--- config.mk ---
export PLATFORM = sky130hd
export DESIGN_NAME = layer_compositor
export DESIGN_NICKNAME = d
export VERILOG_FILES = /design/src/rtl/vga_pkg.sv /design/src/rtl/layer_compositor_priority_select.sv /design/src/rtl/layer_compositor.sv
export SDC_FILE = /design/constraint.sdc
export NUM_CORES = 1
export LEC_CHECK = 0
export CORE_AREA = 3 3 106 108
export DETAILED_ROUTE_END_ITERATION = 12
export DIE_AREA = 0 0 109 111
export PLACE_DENSITY_LB_ADDON = 0.15
export SYNTH_ARGS = -nofsm -noshare
export SYNTH_HDL_FRONTEND = slang
export SYNTH_SLANG_ARGS = --single-unit
--- constraint.sdc ---
create_clock -name ClkPort -period 8.32 [get_ports ClkPort]
set_input_delay 1.248 -clock ClkPort [delete_from_list [all_inputs] [get_ports ClkPort]]
set_output_delay 1.248 -clock ClkPort [all_outputs]
set_load 0.02 [all_outputs]
--- src/rtl/vga_pkg.sv ---
// Shared VGA constants: colour format, default transparent key and the frame
// geometry used to size per-frame pixel counters.
package vga_pkg;

  localparam int COLOR_W = 12;

  localparam logic [11:0] WHITE = 12'hFFF;
  localparam logic [11:0] BLACK = 12'h000;

  localparam logic [11:0] DEFAULT_KEY_COLOR = WHITE;

  localparam int H_ACTIVE        = 640;
  localparam int V_ACTIVE        = 480;
  localparam int FRAME_PIXELS    = H_ACTIVE * V_ACTIVE;
  localparam int COLLISION_CNT_W = $clog2(FRAME_PIXELS + 1);

endpackage

--- src/rtl/layer_compositor_priority_select.sv ---
// Combinational priority picker: the highest-index opaque layer wins, otherwise
// the background colour is passed through.
module priority_select #(
  parameter int NUM_LAYERS = 4,
  parameter int COLOR_W    = 12
) (
  input  logic [NUM_LAYERS-1:0]         opaque,
  input  logic [NUM_LAYERS*COLOR_W-1:0] layers,
  input  logic [COLOR_W-1:0]            bg,
  output logic [COLOR_W-1:0]            sel_color,
  output logic                          any_opaque
);

  // Scanning upward lets later (higher-priority) layers overwrite earlier ones.
  always_comb begin
    sel_color  = bg;
    any_opaque = 1'b0;
    for (int i = 0; i < NUM_LAYERS; i++) begin
      if (opaque[i]) begin
        sel_color  = layers[i*COLOR_W +: COLOR_W];
        any_opaque = 1'b1;
      end
    end
  end

endmodule

--- src/rtl/layer_compositor.sv ---
// Two-stage layer compositor with frame-synchronous shadowed configuration and
// a per-frame overlap pixel counter.
module layer_compositor #(
  parameter int                 NUM_LAYERS       = 4,
  parameter int                 COLOR_W          = vga_pkg::COLOR_W,
  parameter logic [COLOR_W-1:0] KEY_COLOR        = vga_pkg::DEFAULT_KEY_COLOR,
  parameter int                 CNT_W            = vga_pkg::COLLISION_CNT_W,
  parameter bit                 VSYNC_ACTIVE_LOW = 1'b1
) (
  input  logic                          ClkPort,
  input  logic                          Reset,
  input  logic [NUM_LAYERS*COLOR_W-1:0] layer_rgb,
  input  logic [NUM_LAYERS-1:0]         layer_en,
  input  logic [COLOR_W-1:0]            bg_color,
  input  logic                          hSync_in,
  input  logic                          vSync_in,
  input  logic                          bright_in,
  output logic                          hSync_out,
  output logic                          vSync_out,
  output logic                          bright_out,
  output logic [COLOR_W-1:0]            rgb_out,
  output logic [CNT_W-1:0]              collision_count,
  output logic                          collision_flag,
  output logic                          frame_done
);

  import vga_pkg::*;

  localparam logic             SYNC_IDLE = VSYNC_ACTIVE_LOW ? 1'b1 : 1'b0;
  localparam logic [CNT_W-1:0] CNT_MAX   = '1;

  logic                          vsync_prev_q, vsync_prev_d;
  logic [NUM_LAYERS-1:0]         shadow_en_q, shadow_en_d;
  logic [COLOR_W-1:0]            shadow_bg_q, shadow_bg_d;
  logic [CNT_W-1:0]              acc_q, acc_d;
  logic [CNT_W-1:0]              count_q, count_d;
  logic                          flag_q, flag_d;
  logic                          done_q, done_d;

  logic [NUM_LAYERS*COLOR_W-1:0] s1_rgb_q, s1_rgb_d;
  logic [NUM_LAYERS-1:0]         s1_opaque_q, s1_opaque_d;
  logic [COLOR_W-1:0]            s1_bg_q, s1_bg_d;
  logic                          s1_hsync_q, s1_hsync_d;
  logic                          s1_vsync_q, s1_vsync_d;
  logic                          s1_bright_q, s1_bright_d;

  logic [COLOR_W-1:0]            rgb_q, rgb_d;
  logic                          hsync_q, hsync_d;
  logic                          vsync_q, vsync_d;
  logic                          bright_q, bright_d;

  logic                          vsync_act, vsync_prev_act, frame_start;
  logic [NUM_LAYERS-1:0]         opaque;
  logic                          seen_one, multi_opaque, overlap;
  logic [CNT_W-1:0]              acc_next;
  logic [COLOR_W-1:0]            sel_color;
  logic                          any_opaque;

  priority_select #(
    .NUM_LAYERS (NUM_LAYERS),
    .COLOR_W    (COLOR_W)
  ) u_priority_select (
    .opaque     (s1_opaque_q),
    .layers     (s1_rgb_q),
    .bg         (s1_bg_q),
    .sel_color  (sel_color),
    .any_opaque (any_opaque)
  );

  // Frame start is the assertion edge of vSync against its registered copy.
  always_comb begin
    vsync_act      = VSYNC_ACTIVE_LOW ? ~vSync_in : vSync_in;
    vsync_prev_act = VSYNC_ACTIVE_LOW ? ~vsync_prev_q : vsync_prev_q;
    frame_start    = vsync_act & ~vsync_prev_act;
    vsync_prev_d   = vSync_in;
  end

  always_comb begin
    opaque       = '0;
    seen_one     = 1'b0;
    multi_opaque = 1'b0;
    for (int i = 0; i < NUM_LAYERS; i++) begin
      opaque[i] = (layer_rgb[i*COLOR_W +: COLOR_W] != KEY_COLOR) & shadow_en_q[i];
      if (opaque[i]) begin
        if (seen_one) multi_opaque = 1'b1;
        seen_one = 1'b1;
      end
    end
    overlap = bright_in & multi_opaque;
  end

  // The frame-start pixel's own overlap is folded into the published count.
  always_comb begin
    acc_next    = (overlap && (acc_q != CNT_MAX)) ? acc_q + CNT_W'(1) : acc_q;
    acc_d       = frame_start ? '0 : acc_next;
    count_d     = frame_start ? acc_next : count_q;
    flag_d      = frame_start ? (acc_next != '0) : flag_q;
    done_d      = frame_start;
    shadow_en_d = frame_start ? layer_en : shadow_en_q;
    shadow_bg_d = frame_start ? bg_color : shadow_bg_q;
  end

  always_comb begin
    s1_rgb_d    = layer_rgb;
    s1_opaque_d = opaque;
    s1_bg_d     = shadow_bg_q;
    s1_hsync_d  = hSync_in;
    s1_vsync_d  = vSync_in;
    s1_bright_d = bright_in;

    hsync_d  = s1_hsync_q;
    vsync_d  = s1_vsync_q;
    bright_d = s1_bright_q;
    if (!s1_bright_q)    rgb_d = COLOR_W'(BLACK);
    else if (any_opaque) rgb_d = sel_color;
    else                 rgb_d = s1_bg_q;
  end

  always_ff @(posedge ClkPort or posedge Reset) begin
    if (Reset) begin
      vsync_prev_q <= SYNC_IDLE;
      shadow_en_q  <= '1;
      shadow_bg_q  <= KEY_COLOR;
      acc_q        <= '0;
      count_q      <= '0;
      flag_q       <= 1'b0;
      done_q       <= 1'b0;
      s1_rgb_q     <= '0;
      s1_opaque_q  <= '0;
      s1_bg_q      <= '0;
      s1_hsync_q   <= SYNC_IDLE;
      s1_vsync_q   <= SYNC_IDLE;
      s1_bright_q  <= 1'b0;
      rgb_q        <= '0;
      hsync_q      <= SYNC_IDLE;
      vsync_q      <= SYNC_IDLE;
      bright_q     <= 1'b0;
    end else begin
      vsync_prev_q <= vsync_prev_d;
      shadow_en_q  <= shadow_en_d;
      shadow_bg_q  <= shadow_bg_d;
      acc_q        <= acc_d;
      count_q      <= count_d;
      flag_q       <= flag_d;
      done_q       <= done_d;
      s1_rgb_q     <= s1_rgb_d;
      s1_opaque_q  <= s1_opaque_d;
      s1_bg_q      <= s1_bg_d;
      s1_hsync_q   <= s1_hsync_d;
      s1_vsync_q   <= s1_vsync_d;
      s1_bright_q  <= s1_bright_d;
      rgb_q        <= rgb_d;
      hsync_q      <= hsync_d;
      vsync_q      <= vsync_d;
      bright_q     <= bright_d;
    end
  end

  assign rgb_out         = rgb_q;
  assign hSync_out       = hsync_q;
  assign vSync_out       = vsync_q;
  assign bright_out      = bright_q;
  assign collision_count = count_q;
  assign collision_flag  = flag_q;
  assign frame_done      = done_q;

endmodule

==> reports/results.txt <==
Initial Util: 51.9%
Finished Cell Area: 7070 µm²
CTS H-tree lvls: 4
fin crit period: 3.33 ns
Warnings, synthesis: 0
WP buf/inv: 1
CP max stage cell: clkdlybuf4s50_1
diode count: 0
vias: 3814
CTS Buf Count: 17
# DRC: 0
FP Rows: 37
commonest non-fill, non-tap cell in the layout: dfrtp_1
Fillers: 799
post_cts resized: 0
root buf cell: clkbuf_8
initial antenna violation count: 0
Post-Layout Cell Count: 738
max-slew violations: 0
final hold slack: 0.358 ns
FF-to-FF End: collision_flag
share of layout cells above drive strength 1: 12.3%
first-pass GRT wire length: 19.1 mm
clock sink total: 138
R2R depth: 7
final WL: 11.8 mm
Wirelength per Cell: 15.9 µm
status: finished, final reports clean
hold path endpoint: hSync_out
peak supply drop: 130 µV
Max Buffers Root-to-Sink: 2
Setup crit end kind: flip-flop
core footprint: 10300 µm²
Hold Path Depth: 0
CP Launch Type: input port
I/O pin total: 105
cell count after placement: 706
unrepaired setup endpoints after global routing: no
number of global-route vias before repair: 3794
EDFF count, synth: 0
Worst slew margin: 44.4%
TritonCTS clock tree: yes
final worst slack: 4.99 ns
Synth Register Bits: 138
Leak: 3.05 nW
Worst Skew: 0.00932 ns
reg2reg start: shadow_en_q[2]
die footprint: 12100 µm²
min-delay src: hsync_d
total grt overflow: 0
drt initial violations: 150
# Post-CTS Setup Buffers: 0
Layout area overhead: 32.0%
Gate Count Post-Synth: 484
crit path kind: input port to flip-flop
post-route ant nets: 0
pin count of the biggest net entering global routing: 71
Final Setup Violations: 0
main flop type after synthesis: dfrtp_1
die height: 111 µm
Slew @ Worst Pin: 0.834 ns
critical path cell sequence: clkdlybuf4s50_1 -> nand4_1 -> o31ai_2 -> o211ai_1 -> nand3_2 -> nor3_1 -> xnor2_1 -> and3_1 -> a31oi_1
Skew-Pair Late Insertion Delay: 0.52 ns
final net count: 659
Max FO, Critical Path: 20
final hold viol count: 0
area of the multi-input gates: 1750 µm²
arrival time at the worst endpoint: 3.73 ns
worst min path class: flip-flop to flip-flop
Post-Route Setup TNS: 0 ns
Die Wd: 109 µm
GP Congestion: 0.846
I/O Buffers: 104
register area share after synthesis: 65.0%
Reg area: 3480 µm²
Synth cell types: 43
synthesized area: 5360 µm²
Worst-path clk slew: 0.06 ns
Async SR Flop Fraction: 100%
Final Cycle Share: 40.1%
worst slack at placement: 4.51 ns
detailed-route vias per instance: 5.17
Hold-fix buffers, CTS: 0
Initial DRT Pass Iterations: 4
PwrDens: 240 nW/µm²
max incr delay on CP: 0.46 ns
Post-DP HPWL: 8.10 mm
syn_nets: 554
Avg Inst Size Synth: 11.1 µm²
Total GRT Usage: 20.4%
crit-path leading delay family: simple AND/OR/NAND/NOR gates
Worst R2R Setup Slack: 5.80 ns
max_cap viols: 0
placed instance area: 6490 µm²
highest clock rate: 300 MHz
commonest cells after routing, fill and taps aside: dfrtp_1 (118), clkdlybuf4s50_1 (104), nand2_1 (89)
Worst EP required: 8.72 ns
Yosys cell counts, types with 6 or more instances:
library cell  count  area [µm²]
o21ai_0          27         135
nor3_1            8        40.0
inv_1             8        30.0
dfstp_2          20         526
a21oi_1          24         120
xnor2_1          11        96.3
dfrtp_1         118        2950
clkbuf_1         13        48.8
o31ai_2           6        75.1
and2_1           17         106
nand3_1           6        30.0
nor2_1           55         206
nand4_1          16         100
nand2_1          89         334
mux2i_1          13         130
o21ai_1           6        30.0
area by class of cell:
| cell class | instances | share of cell area, % |
|---|---|---|
| clock buffer | 18 | 6.05 |
| clock inverter | 14 | 2.09 |
| inverter | 9 | 0.549 |
| multi-input combinational | 317 | 24.8 |
| sequential | 138 | 49.2 |
| tap | 136 | 2.41 |
| timing repair buffer | 106 | 14.9 |
metrics by stage:
stage	util [%]	total power, mW
finish	68.5	1.70
global route	68.5	1.77
CTS	68.5	1.71
detailed placement	62.9	0.997
global placement	62.9	0.992
floorplan	-	0.900
worst max-delay path by stage:
stage	from	to	slack, ns	cells after the start
3_3_place_gp	layer_rgb[29]	collision_flag	4.60	9
6_report	layer_rgb[47]	collision_flag	4.99	9
4_1_cts	layer_rgb[47]	collision_flag	5.03	9
2_1_floorplan	Reset	acc_q[0]	3.41	1
3_5_place_dp	layer_rgb[30]	collision_flag	4.51	9
5_1_grt	layer_rgb[47]	collision_flag	4.78	9
logic make-up after synthesis:
kind of cell	count (synthesis)	share of synthesized area, %
flip-flops	138	65.0
buffers and inverters	29	2.41
XOR/XNOR	13	2.13
AO/OA/AOI/OAI	73	8.11
adder cells (fa/ha/maj)	1	0.234
multiplexers	13	2.43
AND/OR/NAND/NOR	217	19.7
routing by layer:
| metal | GRT usage (%) | up-vias | wire length [µm] |
|---|---|---|---|
| li1 | - | 1855 | - |
| met1 | 27.8 | 1822 | 5340 |
| met2 | 31.6 | 122 | 5520 |
| met3 | 5.42 | 15 | 721 |
| met4 | 7.07 | 0 | 169 |
| met5 | 0 | - | 0 |
state kept, by name, indices dropped and copies added, names as in the netlist, 4 cells and up:
register         cells
acc_q               19
collision_count     19
rgb_out             12
s1_bg_d             12
s1_bg_q             12
s1_opaque_q          4
s1_rgb_q            48
shadow_en_q          4
report_power, final:
part / internal, mW / switching, mW
combinational: 0.101 / 0.115
clock: 0.394 / 0.317
sequential: 0.731 / 0.0408
total: 1.23 / 0.473
(Power assumes the default switching activity.)
